`src/rtl/pulpemu_rst_pkg.sv`:
```
// Shared types for the pulpemu reset sequencer: FSM states, reset-cause codes
// and the delay-counter width helper.
package pulpemu_rst_pkg;

    typedef enum logic [2:0] {
        HOLD,
        LOCK_WAIT,
        SOC_DLY,
        CLU_DLY,
        RUN
    } rst_state_e;

    typedef enum logic [1:0] {
        CAUSE_POR  = 2'b00,
        CAUSE_EXT  = 2'b01,
        CAUSE_LOCK = 2'b10
    } rst_cause_e;

    // Width able to hold max(a,b)-1, never narrower than one bit.
    function automatic int unsigned cnt_width(input int unsigned a, input int unsigned b);
        int unsigned m;
        m = (a > b) ? a : b;
        if (m < 2) m = 2;
        return $clog2(m);
    endfunction

endpackage

```
`src/rtl/pulpemu_rst_debounce.sv`:
```
// Synchronizer plus debouncer for the FMC reset button. q_o follows the
// synchronized input only after DEBOUNCE_CYCLES-1 consecutive disagreeing cycles.
module pulpemu_rst_debounce #(
    parameter int unsigned SYNC_STAGES     = 2,
    parameter int unsigned DEBOUNCE_CYCLES = 1024
) (
    input  logic clk_i,
    input  logic rstn_i,
    input  logic d_i,
    output logic q_o
);

    localparam int unsigned CNT_W = $clog2(DEBOUNCE_CYCLES);
    localparam logic [CNT_W-1:0] CNT_LAST = CNT_W'(DEBOUNCE_CYCLES - 2);

    logic [SYNC_STAGES-1:0] sync_reg;
    logic [CNT_W-1:0]       cnt_reg;
    logic [CNT_W-1:0]       cnt_next;
    logic                   db_reg;
    logic                   db_next;

    // Button side idles released, so everything resets to 1.
    always_ff @(posedge clk_i or negedge rstn_i) begin
        if (!rstn_i) begin
            sync_reg <= '1;
            cnt_reg  <= '0;
            db_reg   <= 1'b1;
        end else begin
            sync_reg <= {sync_reg[SYNC_STAGES-2:0], d_i};
            cnt_reg  <= cnt_next;
            db_reg   <= db_next;
        end
    end

    // Toggle on the edge the count would reach DEBOUNCE_CYCLES-1, clearing it.
    always_comb begin
        cnt_next = '0;
        db_next  = db_reg;
        if (sync_reg[SYNC_STAGES-1] != db_reg) begin
            if (cnt_reg == CNT_LAST) begin
                db_next = ~db_reg;
            end else begin
                cnt_next = cnt_reg + 1'b1;
            end
        end
    end

    assign q_o = db_reg;

endmodule

```
`src/rtl/pulpemu_rst_seq.sv`:
```
// Staged reset sequencer: SoC reset released first, cluster reset later.
// Define PULPEMU_RST_LOCK_LOSS_EN to also abort the sequence on clock-wizard lock loss.
module pulpemu_rst_seq
    import pulpemu_rst_pkg::*;
#(
    parameter int unsigned SYNC_STAGES     = 2,
    parameter int unsigned DEBOUNCE_CYCLES = 1024,
    parameter int unsigned SOC_DELAY       = 16,
    parameter int unsigned CLUSTER_DELAY   = 16
) (
    input  logic       clk_i,
    input  logic       rstn_i,
    input  logic       ext_rstn_i,
    input  logic       clk_locked_i,
    output logic       soc_rstn_o,
    output logic       cluster_rstn_o,
    output logic       busy_o,
    output logic [1:0] rst_cause_o
);

    localparam int unsigned CNT_W = cnt_width(SOC_DELAY, CLUSTER_DELAY);
    localparam logic [CNT_W-1:0] SOC_LOAD = CNT_W'(SOC_DELAY - 1);
    localparam logic [CNT_W-1:0] CLU_LOAD = CNT_W'(CLUSTER_DELAY - 1);

    logic [SYNC_STAGES-1:0] lock_sync_reg;
    logic                   lock_sync;
    logic                   ext_db;
    logic                   ext_db_q_reg;
    logic                   ext_fall;
    logic                   ext_abort;
    logic                   lock_abort;

    rst_state_e       state_reg, state_next;
    rst_cause_e       cause_reg, cause_next;
    logic [CNT_W-1:0] cnt_reg, cnt_next;
    logic             soc_reg, soc_next;
    logic             clu_reg, clu_next;
    logic             busy_reg, busy_next;

    pulpemu_rst_debounce #(
        .SYNC_STAGES    (SYNC_STAGES),
        .DEBOUNCE_CYCLES(DEBOUNCE_CYCLES)
    ) u_ext_debounce (
        .clk_i (clk_i),
        .rstn_i(rstn_i),
        .d_i   (ext_rstn_i),
        .q_o   (ext_db)
    );

    always_ff @(posedge clk_i or negedge rstn_i) begin
        if (!rstn_i) begin
            lock_sync_reg <= '0;
            ext_db_q_reg  <= 1'b1;
            state_reg     <= HOLD;
            cause_reg     <= CAUSE_POR;
            cnt_reg       <= '0;
            soc_reg       <= 1'b0;
            clu_reg       <= 1'b0;
            busy_reg      <= 1'b1;
        end else begin
            lock_sync_reg <= {lock_sync_reg[SYNC_STAGES-2:0], clk_locked_i};
            ext_db_q_reg  <= ext_db;
            state_reg     <= state_next;
            cause_reg     <= cause_next;
            cnt_reg       <= cnt_next;
            soc_reg       <= soc_next;
            clu_reg       <= clu_next;
            busy_reg      <= busy_next;
        end
    end

    assign lock_sync = lock_sync_reg[SYNC_STAGES-1];
    assign ext_fall  = ext_db_q_reg & ~ext_db;
    assign ext_abort = (state_reg != HOLD) && ext_fall;

`ifdef PULPEMU_RST_LOCK_LOSS_EN
    // These states are only entered with lock high, so a low level is a fall.
    assign lock_abort = ((state_reg == SOC_DLY) || (state_reg == CLU_DLY) ||
                         (state_reg == RUN)) && !lock_sync;
`else
    assign lock_abort = 1'b0;
`endif

    always_comb begin
        state_next = state_reg;
        cause_next = cause_reg;
        cnt_next   = cnt_reg;
        soc_next   = soc_reg;
        clu_next   = clu_reg;
        busy_next  = busy_reg;

        if (ext_abort || lock_abort) begin
            // Button wins when both abort sources fire together.
            state_next = HOLD;
            cause_next = ext_abort ? CAUSE_EXT : CAUSE_LOCK;
            cnt_next   = '0;
            soc_next   = 1'b0;
            clu_next   = 1'b0;
            busy_next  = 1'b1;
        end else begin
            case (state_reg)
                HOLD: begin
                    soc_next   = 1'b0;
                    clu_next   = 1'b0;
                    busy_next  = 1'b1;
                    state_next = LOCK_WAIT;
                end
                LOCK_WAIT: begin
                    if (lock_sync && ext_db) begin
                        state_next = SOC_DLY;
                        cnt_next   = SOC_LOAD;
                    end
                end
                SOC_DLY: begin
                    if (cnt_reg == '0) begin
                        state_next = CLU_DLY;
                        cnt_next   = CLU_LOAD;
                        soc_next   = 1'b1;
                    end else begin
                        cnt_next = cnt_reg - 1'b1;
                    end
                end
                CLU_DLY: begin
                    if (cnt_reg == '0) begin
                        state_next = RUN;
                        clu_next   = 1'b1;
                        busy_next  = 1'b0;
                    end else begin
                        cnt_next = cnt_reg - 1'b1;
                    end
                end
                RUN: begin
                    state_next = RUN;
                end
                default: begin
                    state_next = HOLD;
                end
            endcase
        end
    end

    assign soc_rstn_o     = soc_reg;
    assign cluster_rstn_o = clu_reg;
    assign busy_o         = busy_reg;
    assign rst_cause_o    = cause_reg;

endmodule
```
`config.mk`:
```
export PLATFORM = sky130hd
export DESIGN_NAME = pulpemu_rst_seq
export DESIGN_NICKNAME = d
export VERILOG_FILES = /design/src/rtl/pulpemu_rst_pkg.sv /design/src/rtl/pulpemu_rst_debounce.sv /design/src/rtl/pulpemu_rst_seq.sv
export SDC_FILE = /design/constraint.sdc
export NUM_CORES = 1
export LEC_CHECK = 0
export ABC_AREA = 1
export BUFFER_PORTS_ARGS = -buffer_cell sky130_fd_sc_hd__buf_4
export CAP_MARGIN = 20
export CORE_MARGIN = 8
export CORE_UTILIZATION = 50
export CTS_BUF_LIST = sky130_fd_sc_hd__clkbuf_8
export DETAILED_ROUTE_END_ITERATION = 7
export PLACE_DENSITY = 0.8
export SLEW_MARGIN = 40
export SYNTH_ARGS = -nofsm -noshare
export SYNTH_HDL_FRONTEND = slang
export SYNTH_HIERARCHICAL = 1
export SYNTH_SLANG_ARGS = --single-unit
export TNS_END_PERCENT = 10
```
`constraint.sdc`:
```
create_clock -name clk_i -period 1.3 [get_ports clk_i]
set_input_delay 0.065 -clock clk_i [delete_from_list [all_inputs] [get_ports clk_i]]
set_output_delay 0.065 -clock clk_i [all_outputs]
set_load 0.02 [all_outputs]
```
# ---- Word level (Yosys, flattened, before mapping)
# Index checks and enable logic that the tools add are counted.
# W data, S select, Z words.
dict set report word_totals {
  regBits 27
  input_bits 4
  output_inout_bits 5
  word_cells 58
}
dict set report classes {
  addsub 2
  n_eq_ne 10
  muxes 20
  bitwise_logic 2
  reduce_logical 13
}
# cell count
set op_table {}
lappend op_table {{$mux W10} 2}
lappend op_table {{$mux W4} 4}
lappend op_table {{$pmux W3 S5} 1}
lappend op_table {{$mux W3} 4}
lappend op_table {{$ne A3 B3 Y1 const B} 4}
lappend op_table {{$pmux W4 S3} 1}
lappend op_table {{$add A10 B1 Y10 const B} 1}
lappend op_table {{$eq A10 B10 Y1 const B} 1}
lappend op_table {{$reduce_bool A3 Y1} 3}
lappend op_table {{$eq A3 B2 Y1 const B} 2}
lappend op_table {{$pmux W1 S2} 3}
lappend op_table {{$reduce_and A2 Y1} 3}
lappend op_table {{$reduce_and A3 Y1} 2}
lappend op_table {{$mux W1} 5}
lappend op_table {{$logic_not A4 Y1} 1}
lappend op_table {{$reduce_bool A4 Y1} 1}
lappend op_table {{$sub A4 B1 Y4 const B} 1}
lappend op_table {{$eq A3 B1 Y1 const B} 1}
lappend op_table {{$eq A3 B3 Y1 const B} 1}
lappend op_table {{$logic_not A3 Y1} 1}
lappend op_table {{$logic_and A1 B1 Y1} 2}
lappend op_table {{$and A1 B1 Y1} 1}
lappend op_table {{$ne A1 B1 Y1} 1}
lappend op_table {{$not A1 Y1} 1}

# ---- Depth between registers and ports, before layout
dict set report logic_depth {
  ltp_word 5
  depth_mapped 9
  ltp_nobuf 9
}

# ---- Modules after synthesis
# Netlist, hierarchy kept.
# module instances cells_per_inst area_per_inst_um2
set modules_own_cells {}
lappend modules_own_cells {pulpemu_rst_seq 1 103 800.8}
lappend modules_own_cells {pulpemu_rst_debounce 1 68 669.4}

# ---- Worst setup path after synthesis
# No wires, ideal clock.
dict set report synth_path {
  path_type {register to register}
  start {reg u_ext_debounce.db_reg, in the netlist u_ext_debounce/q_o}
  end {reg, netlist name cnt_reg[3]}
  setup_time_ns 0.116
  t_arrival_ns 1.237
  required_ns 1.184
  slack_ns -0.053
  stages_incl_launch_ff 10
  synth_period_minus_slack_ns 1.353
  path_cell_list {dfstp_2 -> inv_1 -> nand2_1 -> inv_1 -> nand2_4 -> nand2_2 -> nand2_2 -> nor2_4 -> nand2_1 -> nand2_1}
}
# item line
set synth_rtl {}
lappend synth_rtl {{start, declared} pulpemu_rst_debounce.sv:19} ;# logic db_reg;
lappend synth_rtl {{start signal, assigned} pulpemu_rst_debounce.sv:31} ;# db_reg <= db_next;

# ---- Final worst setup path
dict set report layout_path {
  start {reg state_reg[0]}
  end {reg state_reg[0]}
}
dict set report layout_between {
  elab_chain_cells 4
  elab_cells_between_ends 13
  classes_between {eq/ne: 7; mux: 2; reduce/logical: 4}
}
# item line
set layout_lines {}
lappend layout_lines {{start, declared} pulpemu_rst_seq.sv:33} ;# rst_state_e state_reg, state_next;
lappend layout_lines {{start signal, assigned} pulpemu_rst_seq.sv:63} ;# state_reg <= state_next;
lappend layout_lines {{$reduce_bool A3 Y1} pulpemu_rst_seq.sv:74} ;# assign ext_abort = (state_reg != HOLD) && ext_fall;
lappend layout_lines {{$logic_and A1 B1 Y1} pulpemu_rst_seq.sv:74}
lappend layout_lines {{$ne A3 B3 Y1 (no line)} n/a}
lappend layout_lines {{$reduce_and A3 Y1 (no line)} n/a}
# Parallel ways exist; a longest one is shown, timed or not.
# A chain may end at the register's enable or synchronous reset.

==> summary.txt <==
Setup path
  – Endpoint class of the critical path: flip-flop
  – Crit path from: state_reg[0]
  – WP data arrival: roughly 1600 ps
  – Most frequent CP cell: nand2_1
  – FF-to-FF setup slack: -40 ps
  – CP Launch Type: flip-flop
  – Worst endpoint required time: 1520 ps
  – Critical path class: flip-flop to flip-flop
  – Buf+Inv Stages, Crit Path: 1
  – Crit-path max cell delay: ~500 ps
  – Worst R2R Start: state_reg[0]
  – Critical Path End: state_reg[0]
  – Critical path cell sequence: buf_4 > nor3_2 > nand3_2 > nand3_1 > nand2_1 > nand2_1
  – WP depth: 6
  – Critical path peak fanout: 7
  – CP delay by family, top: simple AND/OR/NAND/NOR gates
  – Cell depth of the worst flop-to-flop path: 6
  – Reg2reg end: state_reg[0]
  – Critical-path top delay cell: dfrtp_2

Yosys
  – Synth top cells by count: nand2_1 (42), dfrtp_1 (22), inv_1 (19), nand3_1 (17), nor2_1 (14)
  – Simple-Gate Fraction of Synth Area: 37.02%
  – Compound-Gate Fraction of Synth Area: 3.830%
  – Commonest register cell after synthesis: dfrtp_1
  – Cell with the most instances after synthesis: nand2_1
  – FF+latch count, synth: 27
  – Synthesized area per cell: ~8.6 um2
  – EDFF count, synth: 0
  – Post-Synthesis Cell Area: 1470 um2
  – XOR/XNOR Fraction of Synth Area: 3.489%
  – Mux share of post-synthesis cell area: 0%
  – Synth Instances: 171
  – Seq/Total Area, Yosys: 46.38%
  – Post-synth net total: 179
  – Synth top area cells: dfrtp_1 (37%), nand2_1 (11%), dfstp_2 (8.9%)
  – Netlist cell types: 28
  – Area leader, netlist: dfrtp_1
  – Fraction of registers with async set/reset: 100.0%
  – Post-Synth Adder-Cell Area: 3.404%
  – Largest family of logic cells by synthesized area: simple AND/OR/NAND/NOR gates
  – Top cell type's share of synthesized area: between 30% and 40%
  – Synth warnings: 6

CTS
  – Root Buffer: clkbuf_8
  – Clock-pin slew on the worst setup and hold paths: 90 ps
  – Total clock sinks: 27
  – Clock latency on the worst-skew pair: 280 ps
  – CTS tree: yes
  – H-tree levels: 1
  – TritonCTS Buffers: 3
  – Deepest clock path buffer count: 2

Die
  – Num ports: 9
  – Die ar.: 4932 um2
  – Die width: 70.23 um
  – Core area: around 2800 um2
  – Initial Utilization: 52.86%
  – Die height: 70.23 um
  – FP Rows: 19

Pwr
  – Leakage Power: ~0.00086 uW
  – Max VDD drop: 865.9 uV
  – Power per Cell Area: 778.8 nW/um2

Route
  – DR pass1 iterations: 4
  – Vias per std cell: about 5.3
  – DR iter-0 viols: 60
  – Vias: 1,183
  – WL final: roughly 3200 um
  – Routed Antenna Nets: 0
  – Post-DR wirelength/cell: between 10 and 15 um
  – DRC: 0

Status
  – Status: finished, violations left
  – Failing checks: setup timing

Placed design
  – Post-Place Cells: ~210
  – I/O Buffers: 7
  – Gp weighted congestion: 0.8920
  – Dpl cell area: 1587 um2
  – Final HPWL DP: 2024 um
  – Post-Place Setup Slack: -22.28 ps

STA
  – Fin crit period: 1339 ps
  – Final Setup Violations: 3
  – Tcrit/Tclk final: 103.0%
  – Hold Vio Cnt, Final: 0
  – Max Slew Vio Count: 0
  – Final worst slack: -38.87 ps
  – Final worst clock skew: 3.625 ps
  – RSZ-0062 raised after global routing: yes
  – F_max: 746.9 MHz

Global routing
  – Largest net degree at the start of global routing: 28
  – Vias in the first global route: roughly 1,100
  – Initial antenna violation count: 0
  – Total congestion overflow: 0
  – First-pass GRT wire length: 4988 um
  – All-Layer GR Usage: 12.11%

Min path
  – HP Class: input pin to asynchronous set/reset pin

Final layout
  – Max reg flops: 10
  – Layout cell share with drive strength beyond 1: 39.38%
  – Final core occ: between 60% and 70%
  – Syn-to-layout area delta: 24.17%
  – Final non-filler cell total: 224
  – Layout Cell Area excl Fill: 1826 um2
  – Antenna cells: 0
  – Filler cells: 204
  – Layout Nets: approximately 200

Job
  – Max Cap Viol: 0
layer usage:
metal | GRT usage (%) | up-vias | wire (um)
met4 | 5.580 | 0 | 98
li1 | - | 581 | -
met2 | 19.62 | 25 | 1624
met3 | 3.955 | 11 | 147
met5 | 0 | - | 0
met1 | 14.07 | 566 | 1342
cells by family after synthesis:
kind of cell             count (synthesis)
buffers and inverters                   21
XOR/XNOR                                 5
AO/OA/AOI/OAI                           10
AND/OR/NAND/NOR                        103
adder cells (fa/ha/maj)                  4
other                                    1
flip-flops                              27
final cells by class:
cell class | count | area, um2 | area share [%]
Clock buffer | 3 | 41.29 | 2.262
Inverter | 20 | 75.07 | 4.112
Tap cell | 31 | 38.79 | 2.125
Multi-Input combinational cell | 123 | 823.3 | 45.10
Sequential cell | 27 | 685.7 | 37.56
Timing Repair Buffer | 19 | 157.7 | 8.636
Clock inverter | 1 | 3.754 | 0.2056
worst reg2reg max path, delay by kind of cell (launching register included):
kind	cells	cell delay [ps]
flip-flops	1	490
buffers and inverters	1	160
AND/OR/NAND/NOR	5	630
worst min-delay path by stage:
stage	endpoint	cells past startpoint	startpoint	slack [ps]
after floorplan	cluster_rstn_o	0	rstn_i	-230
final	state_reg[2]	2	rstn_i	220
after global placement	soc_rstn_o	1	rstn_i	-7
after CTS	soc_rstn_o	2	rstn_i	230
after global routing	state_reg[2]	2	rstn_i	250
after detailed placement	soc_rstn_o	1	rstn_i	-4
report_power, final:
group          leakage (uW)  total (uW)  switching [uW]  internal [uW]
clock             0.0000269         485             272            213
combinational      0.000486        69.3            40.7           28.7
sequential         0.000344         868            12.0            856
total              0.000857        1420             325           1100
cell usage in the layout (no fill, tap or decap), drive strengths merged, types with 4 or more instances in the layout:
cell type and instances:
nand2 52, nor2 27, dfrtp 22, inv 21, nand3 19, buf 16, dfstp 5, a21oi 5
o21ai 4, ha 4
per-stage QoR:
stage,total power [uW],hold slack [ps],setup TNS (ps)
global route,1478,246.3,-637.5
finish,1422,223.6,-82.43
floorplan,913.1,-230.6,0
CTS,1428,229.1,-17.52
detailed placement,943.1,-3.996,-91.33
global placement,939.4,-7.211,0
repair_timing:
item                       in CTS  in global routing
pin swaps                       3                 17
hold buffers                    3                  0
resized for setup               3                 29
setup buffers                   2                  3
setup endpoints to repair       9                 20
hold endpoints to repair       29                  0
Note: power is estimated with default switching activity, not from simulation.
